<file path="src/rtl/pipeline_perf_monitor.sv">
// rtl/pipeline_perf_monitor.sv - run/stall/flush/retire event counters with a registered read port
`timescale 1ns/1ps

module pipeline_perf_monitor #(
    parameter int CNT_W       = 32,
    parameter int CYCLE_LIMIT = 30
) (
    input  logic             clk_i,
    input  logic             rst_i,
    input  logic             start_i,
    input  logic             stall_i,
    input  logic             branch_i,
    input  logic             flush_i,
    input  logic             retire_i,
    input  logic             halt_i,
    input  logic             rd_req_i,
    input  logic [1:0]       rd_sel_i,
    output logic             rd_valid_o,
    output logic [CNT_W-1:0] rd_data_o,
    output logic             running_o,
    output logic             done_o
);

    typedef enum logic [1:0] {
        ST_IDLE = 2'd0,
        ST_RUN  = 2'd1,
        ST_DONE = 2'd2
    } state_t;

    localparam logic [CNT_W-1:0] CNT_ONE   = 1;
    localparam logic [CNT_W-1:0] CNT_MAX   = '1;
    localparam logic [CNT_W:0]   LIMIT_ONE = 1;
    localparam logic [CNT_W:0]   LIMIT_V   = (CNT_W+1)'(CYCLE_LIMIT);

    state_t           state_q, state_d;
    logic [CNT_W-1:0] cycle_q, cycle_d;
    logic [CNT_W-1:0] stall_q, stall_d;
    logic [CNT_W-1:0] flush_q, flush_d;
    logic [CNT_W-1:0] retire_q, retire_d;
    logic [CNT_W-1:0] rd_data_q, rd_data_d;
    logic             rd_valid_q, rd_valid_d;
    logic             limit_hit;

    function automatic logic [CNT_W-1:0] sat_inc(input logic [CNT_W-1:0] v, input logic en);
        if (en && (v != CNT_MAX)) begin
            return v + CNT_ONE;
        end
        return v;
    endfunction

    // Compared one bit wider so a limit equal to 2^CNT_W still compares cleanly.
    assign limit_hit = (CYCLE_LIMIT != 0) && (({1'b0, cycle_q} + LIMIT_ONE) == LIMIT_V);

    always_comb begin
        state_d  = state_q;
        cycle_d  = cycle_q;
        stall_d  = stall_q;
        flush_d  = flush_q;
        retire_d = retire_q;
        case (state_q)
            ST_IDLE: begin
                if (start_i) begin
                    state_d = ST_RUN;
                end
            end
            ST_RUN: begin
                cycle_d  = sat_inc(cycle_q, 1'b1);
                stall_d  = sat_inc(stall_q, stall_i & ~branch_i);
                flush_d  = sat_inc(flush_q, flush_i);
                retire_d = sat_inc(retire_q, retire_i);
                if (halt_i || limit_hit) begin
                    state_d = ST_DONE;
                end
            end
            ST_DONE: begin
                state_d = ST_DONE;
            end
            default: begin
                state_d = ST_IDLE;
            end
        endcase
    end

    // Reads return the value held before this edge's count update.
    always_comb begin
        rd_valid_d = rd_req_i;
        rd_data_d  = rd_data_q;
        if (rd_req_i) begin
            case (rd_sel_i)
                2'd0:    rd_data_d = cycle_q;
                2'd1:    rd_data_d = stall_q;
                2'd2:    rd_data_d = flush_q;
                default: rd_data_d = retire_q;
            endcase
        end
    end

    always_ff @(posedge clk_i) begin
        if (rst_i) begin
            state_q    <= ST_IDLE;
            cycle_q    <= '0;
            stall_q    <= '0;
            flush_q    <= '0;
            retire_q   <= '0;
            rd_data_q  <= '0;
            rd_valid_q <= 1'b0;
        end else begin
            state_q    <= state_d;
            cycle_q    <= cycle_d;
            stall_q    <= stall_d;
            flush_q    <= flush_d;
            retire_q   <= retire_d;
            rd_data_q  <= rd_data_d;
            rd_valid_q <= rd_valid_d;
        end
    end

    assign rd_valid_o = rd_valid_q;
    assign rd_data_o  = rd_data_q;
    assign running_o  = (state_q == ST_RUN);
    assign done_o     = (state_q == ST_DONE);

endmodule

</file>
<file path="config.mk">
export PLATFORM = sky130hd
export DESIGN_NAME = pipeline_perf_monitor
export DESIGN_NICKNAME = d
export VERILOG_FILES = /design/src/rtl/pipeline_perf_monitor.sv
export SDC_FILE = /design/constraint.sdc
export NUM_CORES = 1
export LEC_CHECK = 0
export BUFFER_PORTS_ARGS = -buffer_cell sky130_fd_sc_hd__buf_2
export CORE_AREA = 5 5 153 155
export DETAILED_ROUTE_END_ITERATION = 16
export DIE_AREA = 0 0 158 160
export PLACE_DENSITY = 0.56
export SYNTH_ARGS = -nofsm -noshare
export SYNTH_HDL_FRONTEND = slang
export SYNTH_SLANG_ARGS = --single-unit
</file>
<file path="constraint.sdc">
create_clock -name clk_i -period 3.4 [get_ports clk_i]
set_clock_uncertainty 0.05 [all_clocks]
set_input_delay 0.68 -clock clk_i [delete_from_list [all_inputs] [get_ports clk_i]]
set_output_delay 0.68 -clock clk_i [all_outputs]
set_load 0.005 [all_outputs]
</file>
==> flow_summary.toml, run 1 <==
[worst_setup_path]
rr_worst_depth = 9
critical_path_class = "reg2reg"
cp.required_ps = 3660
r2r_slack_ps = 390
r2r_start = "cycle_q[1]"
crit_arrival_ps = 3270
crit_path_start_kind = "flop"
critPathCaptureType = "flop"
critPathLaunch = "cycle_q[1]"
cp-endpoint = "state_q[0]"
worst_r2r_endpoint = "state_q[0]"
cp_max_fo = 11

[synth]
ys_seq_area_share_pct = 37.9
synth_warnings = 0
ys.flop_type = "dfxtp_1"
yosysUniqueCellTypes = 60
synth_area_leaders = "dfxtp_1 38%, mux4_2 8.4%, nor2_1 7.2%"
avgSynthCellArea_sq_um = 9.01
ys_ff_latch = 163
yosysTopAreaCellShare_pct = 37.9
synth_area_sq_um = 8600
synth_top_area_cell = "dfxtp_1"
synth_nets = 973
syn_inst = 954
synth_edf_count = 0
ys_async_sr_fraction_pct = 0

[clock_tree]
cts_sinks = 163
post_cts_buffers = 0
clock_latency_ps = 430
root_buffer = "clkbuf_16"
clk_pin_slew_ps = 70
numCtsBuffers = 17
cts_hold_buf = 0
htree_num_levels = 4
cts_resized = 0
cts_max_path_buffers = 2
cts_tree = "yes"

[pwr]
irDropWorstVdd_v = 0.000254
power_density_nw_per_um2 = 434
leakagePower_uw = 0.00353

[finish]
multi_input_area_sq_um = 5010
fin_nets = 1002
area.growth.synth_to_final_pct = 13.0
fillCellCount = 2075
drive_gt1_share_pct = 15.3
diodes = 0
stdcell_count = 1276
layout_commonest_cell = "nor2_1"
most-common-layout-cells = "166 x nor2_1, 163 x dfxtp_1, 60 x xnor2_1, 59 x xor2_1, 53 x nand3_1"
seq_area_sq_um = 3260

[routing]
drt_iter0_markers = 611
viasPerCell = 5.54
routed-via-count = 7068
wl_per_cell_microns = 17.8
firstDrtPassIters = 5
drcViolationCount = 0
detail-route-antenna-nets = 0
wl_mm = 22.8

[timing]
worstMarginPinSlew_ps = 1180
fmax_ghz = 0.332
period_share_pct = 88.6
finalMaxSlewViolations = 0
fin_tns_setup_ps = 0
setup_violations = 0
rsz0062_at_grt = "false"
hold_ws_ps = 437
final-hold-violation-count = 0
maxSlewHeadroom_pct = 21.1
min_period_ps = 3010

[run]
maxCapViolations = 0

[global_route]
grt_pass1_vias = 6686
grt_start_max_net_pins = 51
grt.total_usage_pct = 18.5
antenna_found_initial = 0
grt_pass1_wl_mm = 37.3
grt_remaining_overflow = 0

[floorplanning]
die_x_microns = 158
die_h_microns = 160
coreArea_sq_um = 21700
start_util_pct = 39.7
ioPinCount = 46
rows = 54
die_area_sq_um = 25300

[placement]
portBuffers = 45
routabilityCongestion = 0.849
dp_hpwl_mm = 16.7
place_inst = 1244

[outcome]
status = "finished, final reports clean"

[hold_path]
hp-class = "reg2reg"
-- cell families after synthesis --
family / count (synthesis) / synth area share (%)
AND/OR/NAND/NOR: 447 / 26.9
flip-flops: 163 / 37.9
AO/OA/AOI/OAI: 67 / 5.25
buffers and inverters: 80 / 3.77
XOR/XNOR: 119 / 12.1
adder cells (fa/ha/maj): 8 / 1.16
multiplexers: 70 / 12.8
-- layer usage --
| layer | vias to the layer above | routed length, microns | GRT usage [%] |
|---|---|---|---|
| li1 | 3426 | - | - |
| met1 | 3423 | 10800 | 27.7 |
| met2 | 189 | 10400 | 27.5 |
| met3 | 30 | 1290 | 3.46 |
| met4 | 0 | 339 | 4.73 |
| met5 | - | 0 | 0 |
-- critical path, stage by stage, from the launching register on --
cell	delay (ps)
dfxtp_1	500
ha_1	290
nand3_1	250
nor4_2	320
buf_4	220
a21boi_0	100
nor4bb_1	260
o2111ai_1	210
o31a_1	340
or3_1	360
-- worst min-delay path by stage --
stage                   from       endpoint  slack, ps  cells past startpoint
5_1_grt        rd_data_o[23]  rd_data_o[23]        470                      2
4_1_cts        rd_data_o[31]  rd_data_o[31]        440                      2
3_5_place_dp    rd_data_o[4]   rd_data_o[4]        420                      2
6_report       rd_data_o[26]  rd_data_o[26]        440                      2
2_1_floorplan     state_q[1]     state_q[1]        420                      2
3_3_place_gp   rd_data_o[22]  rd_data_o[22]        420                      2
-- flip-flops by register name, summed over array words and instances, names as in the netlist --
register and flops:
stall_q 32, rd_valid_o 1, flush_q 32, state_q 2, retire_q 32, rd_data_o 32, cycle_q 32
-- per-stage QoR --
| stage | power (uW) | cell area, sq um | worst slack [ps] | utilization (%) |
|---|---|---|---|---|
| 2_1_floorplan | 2210 | 8600 | 820 | - |
| 3_3_place_gp | 2300 | 9120 | 514 | 42.0 |
| 3_5_place_dp | 2300 | 9120 | 445 | 42.0 |
| 4_1_cts | 4270 | 9720 | 434 | 44.8 |
| 5_1_grt | 4400 | 9720 | 190 | 44.8 |
| 6_report | 4220 | 9720 | 388 | 44.8 |
-- synthesized netlist by cell type (2+ instances only) --
cell	count
nor2_1	166
dfxtp_1	163
xnor2_1	60
xor2_1	59
nand3_1	53
nand2_1	51
nand4_1	45
clkbuf_1	41
mux2i_1	38
nor3_1	35
mux4_2	32
a21oi_1	21
inv_1	20
or3_1	18
and3_1	17
o21ai_0	17
and4_1	15
buf_2	12
ha_1	8
nor4_1	8
and2_1	6
a31oi_1	5
buf_1	5
nand2b_1	5
nand3b_1	4
nor2b_1	4
nor4_2	4
a211o_1	3
nor4_4	3
a2111o_1	2
a2111oi_2	2
a211oi_1	2
nand4_2	2
nor4bb_1	2
-- power breakdown --
group / switching (uW) / internal [uW] / total [uW]
combinational: 179 / 111 / 290
clock: 854 / 1110 / 1960
sequential: 35.4 / 1930 / 1970
total: 1070 / 3150 / 4220
-- layout make-up --
cell class,count,area share [%]
Inverter,20,0.773
Clock buffer,17,4.38
Sequential cell,163,33.6
Tap cell,280,3.61
Clock inverter,15,1.80
Multi-Input combinational cell,711,51.6
Timing Repair Buffer,70,4.28
Power figures use the tool's default switching activity.
==> run 2: changes to the inputs <==
--- a/config.mk
+++ b/config.mk
@@ -5,11 +5,11 @@
 export SDC_FILE = /design/constraint.sdc
 export NUM_CORES = 1
 export LEC_CHECK = 0
-export BUFFER_PORTS_ARGS = -buffer_cell sky130_fd_sc_hd__buf_2
 export CORE_AREA = 5 5 153 155
 export DETAILED_ROUTE_END_ITERATION = 16
 export DIE_AREA = 0 0 158 160
-export PLACE_DENSITY = 0.56
+export DONT_BUFFER_PORTS = 1
+export PLACE_DENSITY = 0.54
 export SYNTH_ARGS = -nofsm -noshare
 export SYNTH_HDL_FRONTEND = slang
 export SYNTH_SLANG_ARGS = --single-unit
==> run 2 against run 1 <==
Die area unchanged. Via count decreased by 5.4%. Critical path depth unchanged. Final cell count decreased by 4.1%. Worst hold slack got worse by 170 ps. Sequential share of layout area increased by 0.94 points. Largest cell class unchanged. Largest power group is now clock.
==> flow_summary.toml, run 2 (synthesis results as in run 1) <==
[floorplanning]
die_area_sq_um = 25300
rows = 54
coreArea_sq_um = 21700
start_util_pct = 39.7
die_x_microns = 158
ioPinCount = 46
die_h_microns = 160

[clock_tree]
post_cts_buffers = 0
root_buffer = "clkbuf_16"
clock_latency_ps = 430
cts_max_path_buffers = 2
clk_pin_slew_ps = 70
cts_resized = 0
cts_hold_buf = 0
cts_tree = "yes"
htree_num_levels = 4
numCtsBuffers = 17
cts_sinks = 163

[routing]
wl_per_cell_microns = 18.0
routed-via-count = 6683
drt_iter0_markers = 519
drcViolationCount = 0
wl_mm = 22.0
viasPerCell = 5.46
firstDrtPassIters = 5
detail-route-antenna-nets = 0

[worst_setup_path]
critical_path_class = "reg2reg"
critPathLaunch = "cycle_q[0]"
crit_arrival_ps = 3250
cp_max_fo = 11
crit_path_top_delay_cell = "dfxtp_1"
cp.required_ps = 3670
critPathCaptureType = "flop"
crit_path_start_kind = "flop"
worst_r2r_endpoint = "state_q[0]"
r2r_start = "cycle_q[0]"
r2r_slack_ps = 410
rr_worst_depth = 9
critPathMaxStageDelay_ps = 490
crit_chain = "ha_1 > nand3_1 > nor4_2 > buf_4 > a21boi_0 > nor4bb_1 > o2111ai_1 > o31a_1 > or3_1"

[timing]
fin_ws_ps = 413
setup_violations = 0
fin_tns_setup_ps = 0
final-hold-violation-count = 0
period_share_pct = 87.8
rsz0062_at_grt = "false"
min_period_ps = 2990
finalMaxSlewViolations = 0
fmax_ghz = 0.335
maxSlewHeadroom_pct = 23.2
worstMarginPinSlew_ps = 1150

[placement]
portBuffers = 0
place_ws_ps = 429
routabilityCongestion = 0.823
dp_hpwl_mm = 15.7

[finish]
fin_nets = 950
fillCellCount = 2102
area.growth.synth_to_final_pct = 9.92
seq_area_sq_um = 3260
most-common-layout-cells = "166 x nor2_1, 163 x dfxtp_1, 60 x xnor2_1, 59 x xor2_1, 53 x nand3_1"
fin_util_pct = 43.6
multi_input_area_sq_um = 5010
drive_gt1_share_pct = 10.6
diodes = 0
layout_commonest_cell = "nor2_1"

[run]
maxCapViolations = 0

[pwr]
irDropWorstVdd_v = 0.000189
power_density_nw_per_um2 = 446
leakagePower_uw = 0.00327

[global_route]
grt_pass1_wl_mm = 35.9
grt.total_usage_pct = 18.0
antenna_found_initial = 0
grt_remaining_overflow = 0
grt_pass1_vias = 6212
grt_start_max_net_pins = 167

[outcome]
status = "finished, final reports clean"

[hold_path]
hold_start = "rst_i"
hp-class = "in2reg"
holdPathStages = 1
hold_path_end = "rd_data_o[20]"
-- run 2: how the worst max path moves through the flow --
stage                      end  slack (ps)  cells past startpoint
floorplan           state_q[0]         820                      9
global placement    state_q[0]         500                      9
detailed placement  state_q[0]         430                      9
CTS                 state_q[0]         430                      9
global route        state_q[0]         240                      9
finish              state_q[0]         410                      9
-- run 2: layout make-up --
type                    count  share of cell area, %
clock buffers              18                   4.65
clock inverters            14                   1.88
inverters                  20                  0.794
multi-input cells         711                   53.0
flip-flops and latches    163                   34.5
well taps                 280                   3.71
repair buffers             18                   1.43
-- run 2: power by group --
part | leakage, uW | internal (uW) | switching (uW)
Combinational | 0.00166 | 101 | 118
Clock | 0.000295 | 1190 | 843
Sequential | 0.00131 | 1930 | 34.4
Total | 0.00327 | 3220 | 995
-- run 2: per-stage QoR --
stage	hold WS (ps)	area (sq um)	power, uW	cells
CTS	262	9450	4260	1224
global route	244	9450	4380	1224
detailed placement	445	8840	2230	1192
floorplan	416	8600	2210	954
global placement	433	8840	2230	1192
finish	269	9450	4220	1224
-- run 2: critical path: cells and delay by family, from the launching register on --
kind	cells	cell delay, ps
adder cells (fa/ha/maj)	1	270
AO/OA/AOI/OAI	3	660
buffers and inverters	1	220
flip-flops	1	490
AND/OR/NAND/NOR	4	1190
-- run 2: per-layer routing --
metal	global-route usage, %	vias to the layer above	wire length, microns	share of wire, %
met4	5.23	0	389	1.8
li1	-	3332	-	-
met5	0	-	0	0
met2	25.8	88	9700	44
met3	3.49	20	605	2.8
met1	27.4	3243	11300	51
